**config.mk**
```make
export PLATFORM = sky130hd
export DESIGN_NAME = chash_ball_writer
export DESIGN_NICKNAME = d
export VERILOG_FILES = /design/src/rtl/chash_ball_writer.sv
export SDC_FILE = /design/constraint.sdc
export NUM_CORES = 1
export LEC_CHECK = 0
export ABC_AREA = 1
export BUFFER_PORTS_ARGS = -buffer_cell sky130_fd_sc_hd__buf_2
export CAP_MARGIN = 20
export CORE_MARGIN = 2
export CORE_UTILIZATION = 56
export DETAILED_ROUTE_END_ITERATION = 10
export PLACE_DENSITY = 0.86
export SLEW_MARGIN = 20
export SYNTH_ARGS = -nofsm -noshare
export SYNTH_HDL_FRONTEND = slang
export SYNTH_SLANG_ARGS = --single-unit
```
**constraint.sdc**
```tcl
create_clock -name clk -period 8.4 [get_ports clk]
set_clock_uncertainty 0.15 [all_clocks]
set_input_delay 0.42 -clock clk [delete_from_list [all_inputs] [get_ports clk]]
set_output_delay 0.42 -clock clk [all_outputs]
set_load 0.03 [all_outputs]
```
**src/rtl/chash_ball_writer.sv**
```systemverilog
// chash_ball_writer
// Builds the sparse +/-1 challenge polynomial c in a two-channel packed
// coefficient RAM. The target region is cleared first. Then a stream of
// (position, sign) candidates goes through a read-modify-write pipeline.
// Candidates that land on an occupied slot are rejected. The build stops once
// WEIGHT coefficients have been accepted.

module chash_ball_writer #(
    parameter int N                 = 512,
    parameter int LANES             = 2,
    parameter int W0                = 24,
    parameter int W1                = 25,
    parameter int WEIGHT            = 19,
    parameter int AW                = 11,
    parameter logic [AW-1:0] BASE_ADDR = 11'h600,
    parameter logic [W0-1:0] NEG0   = 24'hFC0000,
    parameter logic [W1-1:0] NEG1   = 25'h1FC0000,
    localparam int PW               = $clog2(N),
    localparam int CW               = $clog2(WEIGHT + 1)
) (
    input  logic                  clk,
    input  logic                  rst,
    input  logic                  start,
    input  logic                  in_valid,
    output logic                  in_ready,
    input  logic [PW-1:0]         in_pos,
    input  logic                  in_sign,
    output logic                  rd_en,
    output logic [AW-1:0]         rd_addr,
    input  logic [LANES*W0-1:0]   rd_data0,
    input  logic [LANES*W1-1:0]   rd_data1,
    output logic                  wr_en,
    output logic [AW-1:0]         wr_addr,
    output logic [LANES*W0-1:0]   wr_data0,
    output logic [LANES*W1-1:0]   wr_data1,
    output logic                  busy,
    output logic                  done,
    output logic [CW-1:0]         acc_cnt,
    output logic [7:0]            rej_cnt
);

    localparam int LW     = $clog2(LANES);
    localparam int LWE    = (LW > 0) ? LW : 1;
    localparam int NWORDS = N / LANES;
    localparam int CIW    = (NWORDS > 1) ? $clog2(NWORDS) : 1;
    localparam int SW     = CW + 2;

    localparam logic [1:0] ST_IDLE  = 2'd0;
    localparam logic [1:0] ST_CLEAR = 2'd1;
    localparam logic [1:0] ST_RUN   = 2'd2;
    localparam logic [1:0] ST_DONE  = 2'd3;

    // Control state
    logic [1:0]      state_q, state_d;
    logic [CIW-1:0]  clrIdx_q, clrIdx_d;
    logic [CW-1:0]   accCnt_q, accCnt_d;
    logic [7:0]      rejCnt_q, rejCnt_d;

    // Pipeline stage 1: read issue
    logic            s1Valid_q;
    logic [AW-1:0]   s1Word_q;
    logic [LWE-1:0]  s1Lane_q;
    logic            s1Sign_q;

    // Pipeline stage 2: read data returning from the RAM
    logic            s2Valid_q;
    logic [AW-1:0]   s2Word_q;
    logic [LWE-1:0]  s2Lane_q;
    logic            s2Sign_q;

    // Pipeline stage 3: slot check and write-back
    logic            s3Valid_q;
    logic [AW-1:0]   s3Word_q;
    logic [LWE-1:0]  s3Lane_q;
    logic            s3Sign_q;
    logic [LANES*W0-1:0] s3Data0_q;
    logic [LANES*W1-1:0] s3Data1_q;

    // Combinational helpers
    logic [AW-1:0]   candWord;
    logic [LWE-1:0]  candLane;
    logic            hazard;
    logic [SW-1:0]   inflight;
    logic [SW-1:0]   committed;
    logic            inReady;
    logic            accept;
    logic [W0-1:0]   oldLane0;
    logic [W1-1:0]   oldLane1;
    logic [LANES*W0-1:0] mergedWord0;
    logic [LANES*W1-1:0] mergedWord1;
    logic            slotEmpty;
    logic            s3Write;
    logic            clearing;

    // Decode the incoming candidate and decide whether it may enter the pipeline
    always_comb begin
        candWord  = BASE_ADDR + AW'(in_pos >> LW);
        candLane  = LWE'(in_pos & PW'(LANES - 1));
        hazard    = (s1Valid_q && (s1Word_q == candWord)) ||
                    (s2Valid_q && (s2Word_q == candWord)) ||
                    (s3Valid_q && (s3Word_q == candWord));
        inflight  = SW'(s1Valid_q) + SW'(s2Valid_q) + SW'(s3Valid_q);
        committed = SW'(accCnt_q) + inflight;
        inReady   = (state_q == ST_RUN) && (committed < SW'(WEIGHT)) && !hazard;
        accept    = inReady && in_valid;
    end

    // Pick out the addressed lane of the captured word and build the merged write word
    always_comb begin
        oldLane0    = '0;
        oldLane1    = '0;
        mergedWord0 = s3Data0_q;
        mergedWord1 = s3Data1_q;
        for (int k = 0; k < LANES; k++) begin
            if (s3Lane_q == LWE'(k)) begin
                oldLane0 = s3Data0_q[k*W0 +: W0];
                oldLane1 = s3Data1_q[k*W1 +: W1];
                mergedWord0[k*W0 +: W0] = s3Sign_q ? W0'(1) : NEG0;
                mergedWord1[k*W1 +: W1] = s3Sign_q ? W1'(1) : NEG1;
            end
        end
        slotEmpty = (oldLane0 == '0) && (oldLane1 == '0);
        s3Write   = s3Valid_q && slotEmpty;
        clearing  = (state_q == ST_CLEAR);
    end

    // Next-state logic for the build sequence and the accept/reject counters
    always_comb begin
        state_d  = state_q;
        clrIdx_d = clrIdx_q;
        accCnt_d = accCnt_q;
        rejCnt_d = rejCnt_q;
        case (state_q)
            ST_IDLE: begin
                if (start) begin
                    state_d  = ST_CLEAR;
                    clrIdx_d = '0;
                    accCnt_d = '0;
                    rejCnt_d = '0;
                end
            end
            ST_CLEAR: begin
                clrIdx_d = clrIdx_q + CIW'(1);
                if (clrIdx_q == CIW'(NWORDS - 1)) begin
                    state_d = ST_RUN;
                end
            end
            ST_RUN: begin
                if (s3Valid_q) begin
                    if (slotEmpty) begin
                        accCnt_d = accCnt_q + CW'(1);
                    end else if (rejCnt_q != 8'hFF) begin
                        rejCnt_d = rejCnt_q + 8'd1;
                    end
                end
                if ((accCnt_q == CW'(WEIGHT)) && !s1Valid_q && !s2Valid_q && !s3Valid_q) begin
                    state_d = ST_DONE;
                end
            end
            default: begin
                state_d = ST_IDLE;
            end
        endcase
    end

    // Control registers; reset aborts any build in progress straight back to idle
    always_ff @(posedge clk or negedge rst) begin
        if (!rst) begin
            state_q  <= ST_IDLE;
            clrIdx_q <= '0;
            accCnt_q <= '0;
            rejCnt_q <= '0;
        end else begin
            state_q  <= state_d;
            clrIdx_q <= clrIdx_d;
            accCnt_q <= accCnt_d;
            rejCnt_q <= rejCnt_d;
        end
    end

    // Three-stage read-modify-write pipeline: issue read, capture data, check and write
    always_ff @(posedge clk or negedge rst) begin
        if (!rst) begin
            s1Valid_q <= 1'b0;
            s1Word_q  <= '0;
            s1Lane_q  <= '0;
            s1Sign_q  <= 1'b0;
            s2Valid_q <= 1'b0;
            s2Word_q  <= '0;
            s2Lane_q  <= '0;
            s2Sign_q  <= 1'b0;
            s3Valid_q <= 1'b0;
            s3Word_q  <= '0;
            s3Lane_q  <= '0;
            s3Sign_q  <= 1'b0;
            s3Data0_q <= '0;
            s3Data1_q <= '0;
        end else begin
            s1Valid_q <= accept;
            if (accept) begin
                s1Word_q <= candWord;
                s1Lane_q <= candLane;
                s1Sign_q <= in_sign;
            end
            s2Valid_q <= s1Valid_q;
            s2Word_q  <= s1Word_q;
            s2Lane_q  <= s1Lane_q;
            s2Sign_q  <= s1Sign_q;
            s3Valid_q <= s2Valid_q;
            s3Word_q  <= s2Word_q;
            s3Lane_q  <= s2Lane_q;
            s3Sign_q  <= s2Sign_q;
            if (s2Valid_q) begin
                s3Data0_q <= rd_data0;
                s3Data1_q <= rd_data1;
            end
        end
    end

    // Output drive; address and data buses are held at zero when their strobe is idle
    always_comb begin
        in_ready = inReady;
        rd_en    = s1Valid_q;
        rd_addr  = s1Valid_q ? s1Word_q : '0;
        wr_en    = clearing || s3Write;
        if (clearing) begin
            wr_addr = BASE_ADDR + AW'(clrIdx_q);
        end else if (s3Write) begin
            wr_addr = s3Word_q;
        end else begin
            wr_addr = '0;
        end
        wr_data0 = s3Write ? mergedWord0 : '0;
        wr_data1 = s3Write ? mergedWord1 : '0;
        busy     = (state_q != ST_IDLE);
        done     = (state_q == ST_DONE);
        acc_cnt  = accCnt_q;
        rej_cnt  = rejCnt_q;
    end

endmodule
```
==> results of run 1 <==
## metrics by stage
step           utilization  setup WS [ns]  cells
3_3_place_gp        0.6636          4.708   1442
4_1_cts             0.7004          4.140   1470
6_report            0.7014          4.350   1472
3_5_place_dp        0.6636          4.558   1442
5_1_grt             0.7014          4.119   1472
2_1_floorplan            -          5.392   1063
## synth_stat cells (12+ instances only)
cell type | count | area, um2
nand2_1 | 299 | 1122
dfrtp_1 | 157 | 3929
nor2_1 | 141 | 529.3
inv_1 | 137 | 514.2
o21ai_0 | 96 | 480.5
a21oi_1 | 41 | 205.2
clkbuf_1 | 32 | 120.1
nand3_1 | 30 | 150.1
nand4_1 | 23 | 143.9
nor2_2 | 20 | 125.1
nor3_1 | 12 | 60.06
## cell families (layout without fill, tap and decap cells)
group,count (synthesis),count (layout)
and+or+nand+nor,537,537
buffers and inverters,193,421
DFF,157,157
AOI/OAI and AO/OA,149,149
xor gates and xnor gates,14,14
adders and majority gates,11,11
other,1,3
## power by group through the flow
stage	Sequential [W]	Combinational [W]	Clock, W
after detailed placement	0.00132	0.000968	0
after global routing	0.00137	0.00111	0.000724
final	0.00132	0.000973	0.000678
after global placement	0.00131	0.000939	0
after CTS	0.00132	0.000979	0.000689
after floorplan	0.00124	0.000741	0
## area by class of cell
class                   instances  area, um2
well taps                     180      225.2
multi-input cells             713       3289
diodes                          1      2.502
clock inverters                 4      45.04
inverters                     142      534.3
repair buffers                252       1286
clock buffers                  23      457.9
flip-flops and latches        157       3933
fillers                      1134       4161
## layer usage
layer | routed length, um | global-route usage | up-vias
li1 | - | - | 3742
met1 | 9052 | 0.3522 | 3505
met2 | 10790 | 0.4993 | 265
met3 | 1282 | 0.06273 | 29
met4 | 343 | 0.08168 | 0
met5 | 0 | 0 | -
## sequential cells by signal, summed over array words and instances (netlist names)
name       flops
s2Word_q       9
s2Sign_q       1
s3Data1_q     50
rd_en          1
s3Sign_q       1
s3Valid_q      1
s1Sign_q       1
state_q        2
s1Word_q       9
acc_cnt        5
s1Lane_q       1
rej_cnt        8
s3Lane_q       1
s3Word_q       9
clrIdx_q       8
s3Data0_q     48
s2Valid_q      1
s2Lane_q       1
## worst max-delay path, stage by stage (launching register included)
cell     delay (ns)
dfrtp_1        0.63
fa_1           0.48
ha_1           0.22
fa_1           0.44
nand2_1        0.07
o21ai_0        0.07
a21oi_1        0.12
a21oi_1        0.08
nor2_1         0.53
and2_1         0.22
buf_2          0.19
## what timing repair did
item / 4_1_cts / 5_1_grt
endpoints found under the hold margin: 94 / 0
setup endpoints to repair: 0 / 0
hold buffers: 1 / 0
## worst paths after layout
check                              startpoint  slack, ns  cells after the start                  endpoint
max                           rd_en$_DFF_PN0_       4.35                     10                  in_ready
min                               rd_data0[4]       0.06                      3  s3Data0_q[4]$_DFFE_PN0P_
max reg2reg                   rd_en$_DFF_PN0_       4.76                     11   s1Word_q[0]$_DFFE_PN0P_
min reg2reg                s2Sign_q$_DFF_PN0_       0.20                      0        s3Sign_q$_DFF_PN0_
max in group asynchronous                 rst       6.34                      3    rej_cnt[5]$_DFFE_PN0P_
min in group asynchronous                 rst       0.48                      2  s3Data1_q[3]$_DFFE_PN0P_
==> flow_metrics.tcl, run 1 <==
set metrics [dict create \
    clock_power_share 0.228 \
    yosysSeqAreaShare 0.4904 \
    area_growth_pct 21.99 \
    ys_ff_latch 157 \
    synth_top_family_by_area "simple AND/OR/NAND/NOR gates" \
    dieHeight_um 123.6 \
    grt_max_degree 108 \
    synth_simple_gate_area_frac 0.2802 \
    nets 1406 \
    end_kind "primary output" \
    syn_area_per_cell_um2 7.544 \
    io-pin-count 250 \
    wl_mm 21.47 \
    netlist_area_mm2 0.008011 \
    netlist_instances 1062 \
    synth_fa_ha_area_frac 0.01905 \
    clock-root-buffer "clkbuf_16" \
    core-area_mm2 0.01393 \
    critPathKind "flip-flop to primary output" \
    drive_gt1_frac 0.2363 \
    grt_usage 0.2840 \
    clock_latency_ns 0.41 \
    outcome "complete, no violations" \
    power_w 0.002976 \
    antenna_left 0 \
    async_flop_share 1.000 \
    ys_warn_count 0 \
    max-vdd-ir-drop_v 0.0002025 \
    fin_crit_sh 0.4822 \
    numCtsBuffers 17 \
    antenna_found_initial 1 \
    p_sw_w 0.001195 \
    layout_common_cells "299 x nand2_1, 246 x buf_2, 156 x dfrtp_1" \
    synth_compound_area_frac 0.09511 \
    clk_pin_slew_worst_paths_ns 0.06 \
    grt_pass1_wl_mm 33.13 \
    clock_path_buffers 2 \
    p_per_area_mw_per_mm2 304.5 \
    final_common_cell "nand2_1" \
    required_ns 7.83 \
    rsz0062_at_grt "no" \
    cts-htree-levels 4 \
    finalSetupTns_ns 0 \
    wl_per_cell_um 14.58 \
    tightestPinTransition_ns 1.023 \
    hold_ws_ns 0.06149 \
    rows 43 \
    crit_arrival_ns 3.48 \
    setup_viol 0 \
    num_vias 7541 \
    final_area_mm2 0.009773 \
    firstDrtPassIters 5 \
    hold_path_class "input port to flip-flop" \
    path_max_fanout 13 \
    cts_resized 0 \
    hold_viol 0 \
    synth_mux_area_frac 0 \
    fmaxAchievable_ghz 0.2469 \
    cts_tree "yes" \
    slew_violations 0 \
    grt_pass1_vias 6888 \
    postCtsSetupBuffers 0 \
    synth_edf_count 0 \
    startpoint_type "flip-flop" \
    hpwl_mm 15.77 \
    synth_flop_cell "dfrtp_1" \
    seqPwrFrac 0.445 \
    drt_iter0_drc 561 \
    port_buffers 247 \
    die_x_um 123.6 \
    drc 0 \
    die_area_mm2 0.01528 \
    p_int_w 0.001781 \
    start_util 0.5749 \
    pwr-share-comb 0.327 \
    synth-xor-area-share 0.01531 \
    vias_per_cell 5.123 \
    place_area_mm2 0.009246 \
    yosys.cell_types.count 34 \
    p_sw_frac 0.4015 \
    routabilityCongestion 0.8371 \
    overflow 0 \
    period_needed_ns 4.050 \
    max_slew_margin 0.3155 \
    p_leak_nw 5.428 \
    max_cap_viol_count 0 \
    cts_sinks 157 \
]
(Power assumes the default switching activity.)
==> inputs of run 2 (changes only) <==
Settings changed: CORE_UTILIZATION 56 to 52, PLACE_DENSITY 0.86 to 0.81.
Clock period 8.4 ns to 4.1 ns, I/O delays scaled along.
==> flow_metrics.tcl, run 2 (synthesis results as in run 1) <==
set metrics [dict create \
    holdBufCountCts 119 \
    fillers 1093 \
    vias_per_cell 5.249 \
    overflow 0 \
    r2r_slack_ns 0.28 \
    top_regs "s3Data1_q x50, s3Data0_q x48" \
    antenna_left 0 \
    io-pin-count 250 \
    rows 45 \
    required_ns 3.74 \
    drive_gt1_frac 0.2226 \
    wl_mm 25.16 \
    max_cap_viol_count 0 \
    setup_viol 0 \
    max-vdd-ir-drop_v 0.0004178 \
    p_per_area_mw_per_mm2 581.0 \
    start_util 0.5290 \
    drc 0 \
    p_leak_nw 5.937 \
    die_area_mm2 0.01642 \
    p_sw_w 0.002583 \
    cts_sinks 157 \
    cts_resized 0 \
    slowest_delay_ns 0.64 \
    outcome "complete, no violations" \
    routabilityCongestion 0.8524 \
    finalSetupTns_ns 0 \
    fmaxAchievable_ghz 0.2585 \
    final_area_mm2 0.01107 \
    p_int_w 0.003848 \
    stdcell_count 1605 \
    postCtsSetupBuffers 0 \
    rsz0062_at_grt "no" \
    clock_power_share 0.240 \
    clk_pin_slew_worst_paths_ns 0.06 \
    critPathKind "flip-flop to primary output" \
    cts_tree "yes" \
    die_x_um 128.1 \
    path_max_fanout 13 \
    grt_pass1_vias 8180 \
    drt_iter0_drc 634 \
    clock_latency_ns 0.42 \
    tightestPinTransition_ns 0.9668 \
    cts-htree-levels 4 \
    dieHeight_um 128.1 \
    hold_viol 0 \
    place_area_mm2 0.009299 \
    multiInputGateArea_mm2 0.003289 \
    cpMaxStageDelayCell "dfrtp_1" \
    period_needed_ns 3.868 \
    nets 1527 \
    hpwl_mm 15.54 \
    port_buffers 247 \
    core-area_mm2 0.01515 \
    pwr-share-comb 0.348 \
    grt_max_degree 98 \
    antenna_found_initial 2 \
    num_vias 8425 \
    final_common_cell "nand2_1" \
    crit_arrival_ns 3.51 \
    firstDrtPassIters 5 \
    max_slew_margin 0.3531 \
    power_w 0.006431 \
    ff_latch_area_mm2 0.003933 \
    largest_reg_flops 50 \
    area_growth_pct 38.17 \
    wl_per_cell_um 15.67 \
    layout_common_cells "299 x nand2_1, 246 x buf_2, 156 x dfrtp_1" \
    clock-root-buffer "clkbuf_16" \
    fin_crit_sh 0.9434 \
    critical_path.cell_chain "fa_1 -> ha_1 -> fa_1 -> nand2_1 -> o21ai_0 -> a21oi_1 -> a21oi_1 -> nor2_1 -> and2_1 -> buf_2" \
    end_kind "primary output" \
    path_delay_family "adder cells" \
    clock_path_buffers 2 \
    grt_pass1_wl_mm 39.14 \
    top_register "s3Data1_q" \
    startpoint_type "flip-flop" \
    hold_path_class "input port to flip-flop" \
    p_sw_frac 0.4017 \
    seqPwrFrac 0.412 \
    grt_usage 0.3045 \
    numCtsBuffers 17 \
    slew_violations 0 \
    dp.cells 1454 \
    crit_buf_inv 1 \
]
run 2: cell count changes in the layout (fill, tap and decap cells not counted), sizes merged:
cell	change
clkinv	+1
clkinvlp	+4
dlygate4sd3	+118
bufinv	+1
buf	+3
clkbuf	-3
diode	+1
run 2: area by class of cell:
class	count	share of cell area
well taps	188	0.02125
multi-input cells	713	0.2972
flip-flops and latches	157	0.3553
repair buffers	373	0.2257
inverters	142	0.04826
diodes	2	0.0004521
clock buffers	20	0.04126
clock inverters	10	0.01063
run 2: power by group through the flow:
stage	Clock (W)	Sequential [W]	Combinational (W)
2_1_floorplan	0	0.00255	0.00152
3_3_place_gp	0	0.00260	0.00202
3_5_place_dp	0	0.00263	0.00207
4_1_cts	0.00156	0.00261	0.00219
5_1_grt	0.00163	0.00272	0.00254
6_report	0.00155	0.00265	0.00224
run 2: metal layers:
metal / global-route usage / wire, um
met5: 0 / 0
met4: 0.1254 / 780
met3: 0.06177 / 1868
met1: 0.3700 / 9925
met2: 0.5307 / 12580
run 2: tightest hold or removal path: stages:
cell and delay, ns:
buf_2 0.11, or2_2 0.14, nand3_1 0.07, o21ai_0 0.06
run 2: worst paths after layout:
check	startpoint	to	cells after the start
setup / recovery	rd_en$_DFF_PN0_	in_ready	10
hold / removal	start	clrIdx_q[1]$_DFFE_PN0P_	4
setup reg to reg	rd_en$_DFF_PN0_	s1Word_q[7]$_DFFE_PN0P_	11
hold reg to reg	s2Sign_q$_DFF_PN0_	s3Sign_q$_DFF_PN0_	0
max in group asynchronous	rst	rej_cnt[0]$_DFFE_PN0P_	3
min in group asynchronous	rst	s3Data0_q[26]$_DFFE_PN0P_	2
run 2: metrics by stage:
step	setup WS, ns	hold slack, ns	utilization
3_3_place_gp	0.5710	0.1837	0.6140
6_report	0.2321	0.05188	0.7309
4_1_cts	0.2500	0.04318	0.7305
3_5_place_dp	0.4924	0.1863	0.6140
2_1_floorplan	1.307	-0.2406	-
5_1_grt	0.01512	0.08024	0.7309
==> inputs of run 3 (changes only) <==
Settings changed: ABC_AREA 1 to not set.
==> flow_metrics.tcl, run 3 <==
set metrics [dict create \
    outcome "complete, no violations" \
    synth_area_leaders "dfrtp_1 50%, mux2_2 14%, and2_1 6.3%" \
    synth_common_cells "157 x dfrtp_1, 97 x mux2_2, 80 x and2_1" \
    io-pin-count 250 \
    cts_tree "yes" \
    wl_mm 24.88 \
    antenna_left 0 \
    wl_per_cell_um 19.69 \
    hold_viol 0 \
    route.met2.wl_mm 12.44 \
    routabilityCongestion 0.9337 \
    antenna_found_initial 0 \
    die_area_mm2 0.01617 \
    vias_per_cell 5.691 \
    yosys.cell_types.count 57 \
    grt_pass1_vias 7157 \
    clock_path_buffers 2 \
    ys_warn_count 0 \
    fin_crit_sh 0.9670 \
    start_util 0.5248 \
    numCtsBuffers 17 \
    wirelength_met1_mm 9.775 \
    p_sw_frac 0.2261 \
    p_sw_w 0.0007303 \
    clock_power_share 0.460 \
    num_vias 7193 \
    p_per_area_mw_per_mm2 296.9 \
    dieHeight_um 127.2 \
    ys_ff_latch 157 \
    port_buffers 247 \
    clk_pin_slew_worst_paths_ns 0.06 \
    fmaxAchievable_ghz 0.2522 \
    seqPwrFrac 0.480 \
    rows 45 \
    clock_latency_ns 0.43 \
    netlist_instances 719 \
    max-vdd-ir-drop_v 0.0002626 \
    setup_viol 0 \
    highest-signal-layer "met4" \
    pwr-share-comb 0.061 \
    path_max_fanout 34 \
    p_int_w 0.002499 \
    grt_max_degree 105 \
    finalSetupTns_ns 0 \
    diodes 0 \
    largest_reg_flops 50 \
    synth_edf_count 0 \
    yosys.area.top_type_share 0.4980 \
    syn_area_per_cell_um2 10.97 \
    fillers 1002 \
    core-area_mm2 0.01503 \
    rsz0062_at_grt "no" \
    nets 1186 \
    overflow 0 \
    cts_sinks 157 \
    hpwl_mm 15.88 \
    critPathKind "flip-flop to primary output" \
    hold_ws_ns 0.1759 \
    drt_iter0_drc 510 \
    required_ns 3.74 \
    p_leak_nw 5.537 \
    final_common_cell "buf_2" \
    max_slew_margin 0.3686 \
    cts-htree-levels 4 \
    drc 0 \
    routed-wl-met3_mm 1.595 \
    crit_arrival_ns 3.61 \
    async_flop_share 1.000 \
    ff_latch_area_mm2 0.003933 \
    netlist_area_mm2 0.007889 \
    area_growth_pct 37.89 \
    grt_usage 0.3096 \
    period_needed_ns 3.965 \
    top_register "s3Data1_q" \
    drive_gt1_frac 0.3708 \
    yosys.cell_count.top_type "dfrtp_1" \
    multiInputGateArea_mm2 0.003627 \
    firstDrtPassIters 5 \
    tightestPinTransition_ns 0.9471 \
    top_regs "s3Data1_q x50, s3Data0_q x48" \
    grt_pass1_wl_mm 38.67 \
    yosys.area.top_type "dfrtp_1" \
    synth_flop_cell "dfrtp_1" \
    end_kind "primary output" \
    max_cap_viol_count 0 \
    hold_path_class "input port to flip-flop" \
    yosysSeqAreaShare 0.4980 \
    die_x_um 127.2 \
    startpoint_type "flip-flop" \
    layout_common_cells "246 x buf_2, 156 x dfrtp_1, 110 x dlygate4sd3_1" \
    clock-root-buffer "clkbuf_16" \
    slew_violations 0 \
]
[run 3: cell count changes after synthesis, sizes merged, moves of 7 or more]
cell    change
nor2      -142
nand3      -19
clkbuf      -7
o21a       +13
inv       -118
nor4       +25
nor3       -11
xnor2      +13
mux2       +97
a21oi      -10
o21ai      -67
nand2     -250
and2       +79
[run 3: final cells by class]
| type | instances | area share |
|---|---|---|
| sequential | 157 | 0.3615 |
| timing repair buffer | 371 | 0.2251 |
| clock buffer | 19 | 0.03980 |
| clock inverter | 13 | 0.01093 |
| multi-input combinational | 494 | 0.3334 |
| tap | 188 | 0.02162 |
| inverter | 22 | 0.007591 |
[run 3: logic make-up (layout without fill, tap and decap cells)]
logic type / count (synthesis) / in the layout / synth area share
fa+ha+maj: 11 / 11 / 0.01935
other cells: 1 / 2 / 0.0004754
buf+inv: 69 / 425 / 0.04298
compound gates: 113 / 113 / 0.09088
simple gates: 241 / 241 / 0.1762
xor+xnor: 28 / 28 / 0.03109
mux: 99 / 99 / 0.1410
flops: 157 / 157 / 0.4980
[run 3: path summary, 6_finish.rpt]
check | start | endpoint | slack, ns | depth (start not counted)
max reg2reg | acc_cnt[0]$_DFFE_PN0P_ | s1Sign_q$_DFFE_PN0P_ | 0.66 | 8
min reg2reg | s2Sign_q$_DFF_PN0_ | s3Sign_q$_DFF_PN0_ | 0.20 | 0
min in group asynchronous | rst | s3Data0_q[27]$_DFFE_PN0P_ | 0.30 | 2
max in group asynchronous | rst | s3Data1_q[45]$_DFFE_PN0P_ | 2.48 | 3
max | s3Lane_q$_DFF_PN0_ | wr_data0[9] | 0.14 | 8
min | in_valid | rd_en$_DFF_PN0_ | 0.18 | 2
[run 3: through the flow]
| step | util | instance area (um2) | worst slack [ns] | power [W] | instances |
|---|---|---|---|---|---|
| 2_1_floorplan | - | 7893 | 0.7377 | 0.001594 | 720 |
| 3_5_place_dp | 0.6130 | 9215 | 0.6636 | 0.001684 | 1121 |
| 5_1_grt | 0.7236 | 10880 | 0.02686 | 0.003342 | 1264 |
| 6_report | 0.7236 | 10880 | 0.1353 | 0.003230 | 1264 |
| 3_3_place_gp | 0.6130 | 9215 | 0.7364 | 0.001683 | 1121 |
| 4_1_cts | 0.7229 | 10870 | 0.2246 | 0.003238 | 1263 |
[run 3: timing repair]
item,4_1_cts,5_1_grt
gates resized for setup,0,0
endpoints found under the setup margin,0,13
hold endpoints to repair,212,0
setup buffers,0,1
hold buffers,110,0
[run 3: worst max-delay path, stage by stage (launching register included)]
cell	delay, ns
dfrtp_1	0.61
nor4b_1	0.55
nand4_1	0.21
nor4_1	0.36
o22ai_2	0.35
nor4_4	0.23
buf_4	0.33
and2_1	0.29
buf_2	0.24
[run 3: power by group through the flow]
| stage | registers (W) | clock network, W | logic, W |
|---|---|---|---|
| 4_1_cts | 0.00155 | 0.00150 | 0.000192 |
| 3_3_place_gp | 0.00158 | 0 | 0.000106 |
| 3_5_place_dp | 0.00158 | 0 | 0.000107 |
| 5_1_grt | 0.00155 | 0.00158 | 0.000212 |
| 6_report | 0.00155 | 0.00148 | 0.000196 |
| 2_1_floorplan | 0.00158 | 0 | 0.0000154 |
[run 3: metal layers]
metal,global-route usage,up-vias
met3,0.06951,77
met4,0.1370,0
met1,0.3753,3533
met5,0,-
met2,0.5323,334
li1,-,3249
